<file path="src/rtl/demux1_4_buf.sv">
// 1:4 demultiplexer with a registered one-entry buffer per output channel.
// Latency 1 cycle Data->Out; in_ready drops only when the selected channel is full and not draining.
module demux1_4_buf #(
    parameter int WIDTH = 32,
    parameter int CNT_W = 8
) (
    input  logic             clk,
    input  logic             reset,
    input  logic [WIDTH-1:0] Data,
    input  logic [1:0]       Select,
    input  logic             in_valid,
    output logic             in_ready,
    output logic [WIDTH-1:0] Out0,
    output logic [WIDTH-1:0] Out1,
    output logic [WIDTH-1:0] Out2,
    output logic [WIDTH-1:0] Out3,
    output logic [3:0]       out_valid,
    input  logic [3:0]       out_ready,
    output logic [CNT_W-1:0] xfer_count
);

    logic [WIDTH-1:0] r_out [4];
    logic [3:0]       r_vld;
    logic [CNT_W-1:0] r_cnt;
    logic             w_accept;

    // A full channel can still take a word in the same cycle it is being drained.
    assign in_ready = ~r_vld[Select] | out_ready[Select];
    assign w_accept = in_valid & in_ready;

    always_ff @(posedge clk or posedge reset) begin
        if (reset) begin
            for (int i = 0; i < 4; i++) begin
                r_out[i] <= '0;
            end
            r_vld <= '0;
            r_cnt <= '0;
        end else begin
            for (int i = 0; i < 4; i++) begin
                if (w_accept && (Select == 2'(i))) begin
                    r_out[i] <= Data;
                    r_vld[i] <= 1'b1;
                end else if (out_ready[i]) begin
                    r_vld[i] <= 1'b0;
                end
            end
            if (w_accept) begin
                r_cnt <= r_cnt + CNT_W'(1);
            end
        end
    end

    assign Out0       = r_out[0];
    assign Out1       = r_out[1];
    assign Out2       = r_out[2];
    assign Out3       = r_out[3];
    assign out_valid  = r_vld;
    assign xfer_count = r_cnt;

endmodule

</file>
<file path="config.mk">
export PLATFORM = sky130hd
export DESIGN_NAME = demux1_4_buf
export DESIGN_NICKNAME = d
export VERILOG_FILES = /design/src/rtl/demux1_4_buf.sv
export SDC_FILE = /design/constraint.sdc
export NUM_CORES = 1
export LEC_CHECK = 0
export ABC_AREA = 1
export BUFFER_PORTS_ARGS = -buffer_cell sky130_fd_sc_hd__buf_4
export CORE_ASPECT_RATIO = 2
export CORE_UTILIZATION = 25
export CTS_CLUSTER_DIAMETER = 40
export DETAILED_ROUTE_END_ITERATION = 10
export PLACE_DENSITY_LB_ADDON = 0.2
export SLEW_MARGIN = 20
export SYNTH_ARGS = -nofsm -noshare
export SYNTH_HDL_FRONTEND = slang
export SYNTH_SLANG_ARGS = --single-unit
</file>
<file path="constraint.sdc">
create_clock -name clk -period 5.18 [get_ports clk]
set_input_delay 1.036 -clock clk [delete_from_list [all_inputs] [get_ports clk]]
set_output_delay 1.036 -clock clk [all_outputs]
set_load 0.02 [all_outputs]
</file>
# ---- Word-level counts from Yosys, hierarchy flattened
# Cells that the tools add are included.
dict set report op_classes {
  n_addsub 1
  order_cmp 1
  eq_ne 3
  mux 12
  n_bitwise 3
  n_reduce_logical 9
}
# operator count
set op_table {}
lappend op_table {{$mux W1} 10}
lappend op_table {{$add A8 B1 Y8 const B} 1}
lappend op_table {{$reduce_bool A2 Y1} 4}
lappend op_table {{$bmux W1 S2} 2}
lappend op_table {{$eq A2 B2 Y1 const B} 2}
lappend op_table {{$logic_and A1 B1 Y1} 4}
lappend op_table {{$lt A2 B3 Y1 const B} 1}
lappend op_table {{$eq A2 B1 Y1 const B} 1}
lappend op_table {{$logic_not A2 Y1} 1}
lappend op_table {{$and A1 B1 Y1} 1}
lappend op_table {{$not A1 Y1} 1}
lappend op_table {{$or A1 B1 Y1} 1}
dict set report totals {
  regBits 140
  output_inout_bits 141
}

# ---- Depth between registers and ports, before layout
# Gate-level depths: netlist of run 1.
dict set report logic_depth {
  ltp_word 7
  depth_mapped 11
}

# ---- Worst setup path after synthesis of run 1
# OpenSTA, ideal clock, no wires.
dict set report synth_path {
  path_type {input to output}
  startpoint {input port Select[0]}
  endpoint {output port in_ready}
  t_arrival_ns 1.889
  required_time_ns 4.144
  path_slack_ns 2.255
  path_stages 8
  n_path_buf 3
  cell_sequence {buf_4 nor2_4 nand2_1 nand2_1 nor2_2 nand2_4 buf_12 buf_6}
}
dict set report synth_between {
  elab_chain_cells 4
  word_cells_on_any_way 6
  cone_classes {4 x mux; 2 x bitwise}
}
# item line_no
set synth_rtl {}
lappend synth_rtl {{start: declaration} 10} ;# input logic [1:0] Select,
lappend synth_rtl {{$bmux W1 S2} 28} ;# assign in_ready = ~r_vld[Select] | out_ready[Select];
lappend synth_rtl {{$mux W1 (not written as such)} 28}
lappend synth_rtl {{$not A1 Y1} 28}
lappend synth_rtl {{$or A1 B1 Y1 *} 28}
lappend synth_rtl {{end: declaration} 12} ;# output logic in_ready,
# Every way passes the cells marked *; elsewhere a longest branch is shown, timed or not. The select of a mux whose other input is x is not followed.

# ---- Worst setup path after layout of run 1
# Ends and elaborated chain as after synthesis.

==> results of run 1 <==
-- per-layer routing --
metal / part of all wire / wire, microns
met1: 0.39 / 8269
met2: 0.55 / 11820
met3: 0.041 / 877
met4: 0.018 / 381
met5: 0 / 0
-- worst register-to-register path: stages, from the launching register on --
cell and delay (ns):
dfrtp_1 0.41, nand2_1 0.08, nand2_1 0.05, nand2_1 0.05, nand2_1 0.08, nand2_4 0.50, nand3_2 0.92, nand2_1 0.28
nand2_1 0.07
-- cells by family after synthesis --
group / count (synthesis)
and+or+nand+nor: 451
adders and majority gates: 1
DFF: 140
AOI/OAI and AO/OA: 5
buffers and inverters: 72
xor gates and xnor gates: 3
-- per-stage QoR --
step / power, W / hold slack, ns / instances
after floorplan: 0.002041 / 0.5785 / 672
after global placement: 0.002566 / 0.4550 / 1093
after detailed placement: 0.002576 / 0.4594 / 1093
after CTS: 0.003796 / 0.4743 / 1125
after global routing: 0.003929 / 0.4885 / 1125
final: 0.003736 / 0.4683 / 1125
-- layout make-up --
type                       count  area, sq um
clock buffer                  17        425.4
tap                          287        359.1
fill                        2540        15740
inverter                      16        65.06
clock inverter                15        146.4
timing repair buffer         190         1426
sequential                   140         3503
multi-input combinational    460         2161
-- cells in the final DEF, fill, tap and decap left out --
master        n
nand4_1     131
xor2_1        2
nand3_2       4
clkinv_2      7
clkinvlp_4    1
nand2_1     294
bufinv_16     2
nor2_1        3
clkinv_4      3
clkbuf_16    17
inv_6         3
nand2_4       1
inv_2         2
nand2_2       1
xnor2_1       1
nor2_2        1
ha_1          1
dfrtp_1     140
o21ai_1       5
buf_4       190
inv_1        13
nor2_4        3
nand3_1      13
-- how the worst max path moves through the flow --
stage	startpoint	to	slack, ns	cells after the start
2_1_floorplan	reset	Out0[0]$_DFFE_PP0P_	0.39	1
3_3_place_gp	Select[0]	Out1[12]$_DFFE_PP0P_	1.69	10
3_5_place_dp	Select[0]	Out1[7]$_DFFE_PP0P_	1.64	10
4_1_cts	Select[0]	in_ready	1.84	8
5_1_grt	Select[0]	in_ready	1.71	8
6_report	Select[0]	in_ready	1.83	8
-- registers in the layout (all words and copies together) (netlist names) --
register,count
Out3,32
Out0,32
xfer_count,8
Out2,32
Out1,32
out_valid,4
-- report_power, final --
group	total (W)	switching (W)	internal (W)
clock	0.00120	0.000493	0.000706
sequential	0.00149	0.000178	0.00131
combinational	0.00104	0.000636	0.000408
==> run_results.csv, run 1 <==
group,metric,value,unit
timing,final_hold_viol_count,0,
grt,met1_usage,0.1978,
synth,ys_top_cells_by_count,"nand2_1, dfrtp_1, nand4_1",
grt,grt_pass1_wl,32.83,mm
synth,yosys.area_share.simple,0.3437,
floorplan,io_pins,182,
clock_network,clkTransAtPathRegs,0.06,ns
critical_path,ff2ff_path_depth,8,
route,post-route-drc-count,10,
synth,syn_inst,672,
floorplan,start_util,0.2543,
placement,place_area,0.007515,sq mm
timing,rsz0062_at_grt,"no",
synth,synth_area,0.006057,sq mm
synth,syn_nets,714,
critical_path,worstReg2RegStart,"out_valid[1]$_DFFE_PP0P_",
grt,grt_pass1_vias,5238,
cells_and_area,stdcell_area,0.008087,sq mm
min_path,min_path_type,"flip-flop to flip-flop",
power,irDropWorstVdd,0.1921,mV
clock_network,cts_resized,0,
synth,synth_fa_ha_area_frac,0.002066,
route,ant_nets,0,
synth,synth.area.top_cells,"dfrtp_1, nand2_1, nand4_1, buf_6, clkbuf_1",
min_path,hold_path_end,"Out1[17]$_DFFE_PP0P_",
timing,maxSlewViolCount,0,
synth,synth_top_family_by_area,"simple AND/OR/NAND/NOR gates",
timing,tns,0,ns
critical_path,cp_cell_sequence,"buf_4, inv_2, nand2_1, nand2_1, nand2_1, nand2_1, nand2_4, buf_4",
floorplan,die_w,112.1,microns
clock_network,clock_path_buffers,2,
cells_and_area,layout-drive-gt1-share,0.2804,
grt,grt_use_total,0.1767,
timing,worst_pin_slew,0.9500,ns
timing,fin_ws,1.833,ns
synth,yosysWarnings,0,
clock_network,cts_tree,"done",
critical_path,arrival,2.31,ns
synth,yosys.area.top_type,"dfrtp_1",
placement,preCtsSetupSlack,1.639,ns
grt,antenna_found_initial,0,
grt,grtUsageMet3,0.03499,
min_path,min_from,"Out1[17]$_DFFE_PP0P_",
grt,grt_max_degree,81,
floorplan,placementRows,80,
placement,dp_hpwl,13.54,mm
cells_and_area,fin_nets,867,
min_path,hold_depth,2,
timing,fin_crit_sh,0.6462,
critical_path,reg2reg_to,"Out1[7]$_DFFE_PP0P_",
synth,ys_seq_area_frac,0.5784,
synth,syn_avg_cell_area,9.013,sq um
critical_path,reg2reg_slack,2.61,ns
synth,synthXorXnorAreaFrac,0.004338,
critical_path,cp_slowest_stage_delay,0.50,ns
clock_network,root_buffer,"clkbuf_16",
synth,muxShareOfSynthArea,0,
grt,overflow,0,
synth,synth_edf_count,0,
route,initialDrtViolationCount,302,
timing,setup_viol,0,
route,drtPass1Iterations,7,
power,p_leak,4.316,nW
critical_path,worst_setup_path_end_kind,"primary output",
floorplan,die_height,222.1,microns
flow_run,cap_violations,0,
critical_path,crit_top_cell,"nand2_1",
route,wl,21.35,mm
critical_path,critPathMaxFanout,57,
placement,gp_congestion,0.7537,
power,power.density,462.0,mW/mm^2
synth,synth_top_area_frac,0.5784,
timing,skew,0.01023,ns
synth,ys_async_sr_fraction,1.000,
critical_path,crit_path_start_kind,"primary input",
cells_and_area,fin_util,0.3394,
floorplan,core_area,0.02382,sq mm
critical_path,crit_buf_inv,3,
clock_network,cts_hold_buf,0,
clock_network,clk_latency,0.43,ns
route,drt-wirelength-per-cell,18.98,microns
clock_network,cts.sinks,140,
synth,ys_seq_elements,140,
synth,synth-main-ff-cell,"dfrtp_1",
outcome,violations,"design-rule violations",
synth,yosysMostFrequentCell,"nand2_1",
cells_and_area,areaGrowthSynthToFinish,33.51,%
critical_path,crit_family,"simple AND/OR/NAND/NOR gates",
critical_path,worst-setup-path-type,"primary input to primary output",
clock_network,post_cts_buffers,0,
clock_network,htreeDepth,4,
critical_path,crit_slowest_cell,"nand2_4",
floorplan,dieArea,0.02489,sq mm
grt,gr-max-usage-layer,"met2",
timing,max_freq,298.8,MHz
clock_network,cts_buffers,17,
timing,slew_headroom,0.3659,
route,vias,5401,
synth,synth_compound_area_frac,0.004131,
outcome,status,"complete, but fails checks",
grt,grt_use_met2,0.3276,
synth,ys_types,22,
route,via_per_inst,4.801,
placement,port_buffers,181,
timing,finalCriticalPeriod,3.347,ns
critical_path,cp_data_required_time,4.14,ns
cells_and_area,antenna_cells,0,
Note: power is estimated with default switching activity, not from simulation.
==> run 2: changes to the inputs <==
==> constraint.sdc (replaced) <==
create_clock -name clk -period 2.9 [get_ports clk]
set_input_delay 0.58 -clock clk [delete_from_list [all_inputs] [get_ports clk]]
set_output_delay 0.58 -clock clk [all_outputs]
set_load 0.02 [all_outputs]
==> run_results.csv, run 2 (synthesis gave the netlist of run 1 again) <==
group,metric,value,unit
outcome,status,"complete, but fails checks",
outcome,violations,"design-rule violations",
timing,final_hold_viol_count,0,
min_path,min_path_type,"primary input to asynchronous set/reset pin",
route,via_per_inst,4.748,
route,drtPass1Iterations,7,
grt,grt_max_degree,81,
timing,rsz0062_at_grt,"no",
power,total_power,0.006893,W
placement,dp_hpwl,14.03,mm
route,vias,5375,
clock_network,clkTransAtPathRegs,0.06,ns
power,p_int,0.004572,W
cells_and_area,layout-drive-gt1-share,0.2840,
critical_path,worstReg2RegStart,"out_valid[1]$_DFFE_PP0P_",
cells_and_area,final_common_cell,"nand2_1",
power,p_sw,0.002321,W
timing,max_freq,500.2,MHz
power,irDropWorstVdd,0.4270,mV
clock_network,cts_hold_buf,0,
power,comb_power_share,0.276,
grt,grt_use_total,0.1801,
route,post-route-drc-count,11,
timing,worst_pin_slew,0.6908,ns
cells_and_area,stdcell_area,0.008230,sq mm
cells_and_area,fin_nets,874,
timing,setup_viol,0,
critical_path,cp_data_required_time,2.32,ns
timing,tns,0,ns
floorplan,io_pins,182,
clock_network,cts_resized,0,
grt,overflow,0,
clock_network,clock_path_buffers,2,
timing,finalCriticalPeriod,1.999,ns
cells_and_area,areaGrowthSynthToFinish,35.88,%
floorplan,core_area,0.02382,sq mm
floorplan,start_util,0.2543,
power,swShare,0.3367,
cells_and_area,fin_cells,1132,
cells_and_area,antenna_cells,0,
critical_path,reg2reg_to,"Out1[15]$_DFFE_PP0P_",
grt,grt_pass1_wl,33.40,mm
critical_path,cp_cell_sequence,"nand2_1, nand2_1, nand2_1, nand2_1, nand2_4, buf_4",
grt,antenna_found_initial,0,
critical_path,cp_slowest_stage_delay,0.40,ns
timing,skew,0.005391,ns
clock_network,cts_buffers,17,
critical_path,worst_setup_path_end_kind,"primary output",
critical_path,crit_slowest_cell,"dfrtp_1",
critical_path,ff2ff_path_depth,9,
critical_path,worst-setup-path-type,"flip-flop to primary output",
placement,placedCellCount,1100,
power,p_leak,4.370,nW
floorplan,dieArea,0.02489,sq mm
power,power.density,837.5,mW/mm^2
timing,slew_headroom,0.5395,
clock_network,cts_tree,"done",
timing,fin_crit_sh,0.6894,
clock_network,htreeDepth,4,
clock_network,root_buffer,"clkbuf_16",
route,wl,21.34,mm
floorplan,placementRows,80,
critical_path,critPathMaxFanout,9,
clock_network,clk_latency,0.43,ns
critical_path,crit_path_start_kind,"flip-flop",
critical_path,reg2reg_slack,1.12,ns
flow_run,cap_violations,0,
cells_and_area,final_cell_mix,"nand2_1, buf_4, dfrtp_1, nand4_1, clkbuf_16",
clock_network,cts.sinks,140,
timing,maxSlewViolCount,0,
route,initialDrtViolationCount,364,
route,ant_nets,0,
cells_and_area,fin_util,0.3455,
power,seqPwrFrac,0.383,
placement,gp_congestion,0.7448,
critical_path,crit_top_cell,"nand2_1",
placement,port_buffers,181,
cells_and_area,n_fill_cell,2527,
critical_path,arrival,1.42,ns
floorplan,die_w,112.1,microns
placement,place_area,0.007604,sq mm
clock_network,post_cts_buffers,0,
floorplan,die_height,222.1,microns
power,pwr-share-clk,0.341,
grt,grt_pass1_vias,5439,
route,drt-wirelength-per-cell,18.85,microns
## run 2: cell count changes in the layout (fill, tap and decap cells not counted), sizes merged
cell,change
clkinv,-6
clkinvlp,+3
inv,-3
bufinv,+2
buf,+7
clkbuf,+4
## run 2: how the worst max path moves through the flow
stage                                  start              endpoint  slack (ns)  cells past startpoint
floorplan                              reset   Out0[0]$_DFFE_PP0P_        0.57                      1
global placement                   Select[0]  Out1[10]$_DFFE_PP0P_        0.73                     11
detailed placement                 Select[0]   Out1[6]$_DFFE_PP0P_        0.70                     11
CTS                 out_valid[2]$_DFFE_PP0P_              in_ready        0.83                      6
global route        out_valid[2]$_DFFE_PP0P_              in_ready        0.75                      6
finish              out_valid[1]$_DFFE_PP0P_              in_ready        0.90                      6
## run 2: metal layers
metal | up-vias | wire [microns] | share of wire | GRT usage
li1 | 2593 | - | - | -
met1 | 2610 | 8071 | 0.38 | 0.1951
met2 | 142 | 11720 | 0.55 | 0.3296
met3 | 30 | 927 | 0.043 | 0.04347
met4 | 0 | 616 | 0.029 | 0.07570
met5 | - | 0 | 0 | 0
## run 2: power groups by stage
stage	combinational, W	clock (W)	sequential (W)
CTS	0.00194	0.00242	0.00265
finish	0.00190	0.00235	0.00264
global placement	0.00192	0	0.00267
global route	0.00205	0.00250	0.00269
floorplan	0.000543	0	0.00310
detailed placement	0.00193	0	0.00268
## run 2: per-stage QoR
| stage | worst slack, ns | hold slack [ns] |
|---|---|---|
| final | 0.9007 | 0.2593 |
| after global routing | 0.7541 | 0.2909 |
| after CTS | 0.8341 | 0.2588 |
| after detailed placement | 0.6986 | 0.4596 |
| after global placement | 0.7285 | 0.4543 |
| after floorplan | 0.5709 | 0.5785 |
## run 2: worst max-delay path: cells and delay by family (launching register included)
family / cells / cell delay [ns]
DFF: 1 / 0.40
and+or+nand+nor: 5 / 0.39
buffers and inverters: 1 / 0.17
## run 2: final cells by class
cell class                 instances  area, sq um  share of cell area
clock inverter                    11        166.4             0.02022
multi-input combinational        460         2161              0.2625
timing repair buffer             197         1516              0.1843
tap                              287        359.1             0.04363
inverter                          16        63.81            0.007753
clock buffer                      21        460.4             0.05594
sequential                       140         3503              0.4257
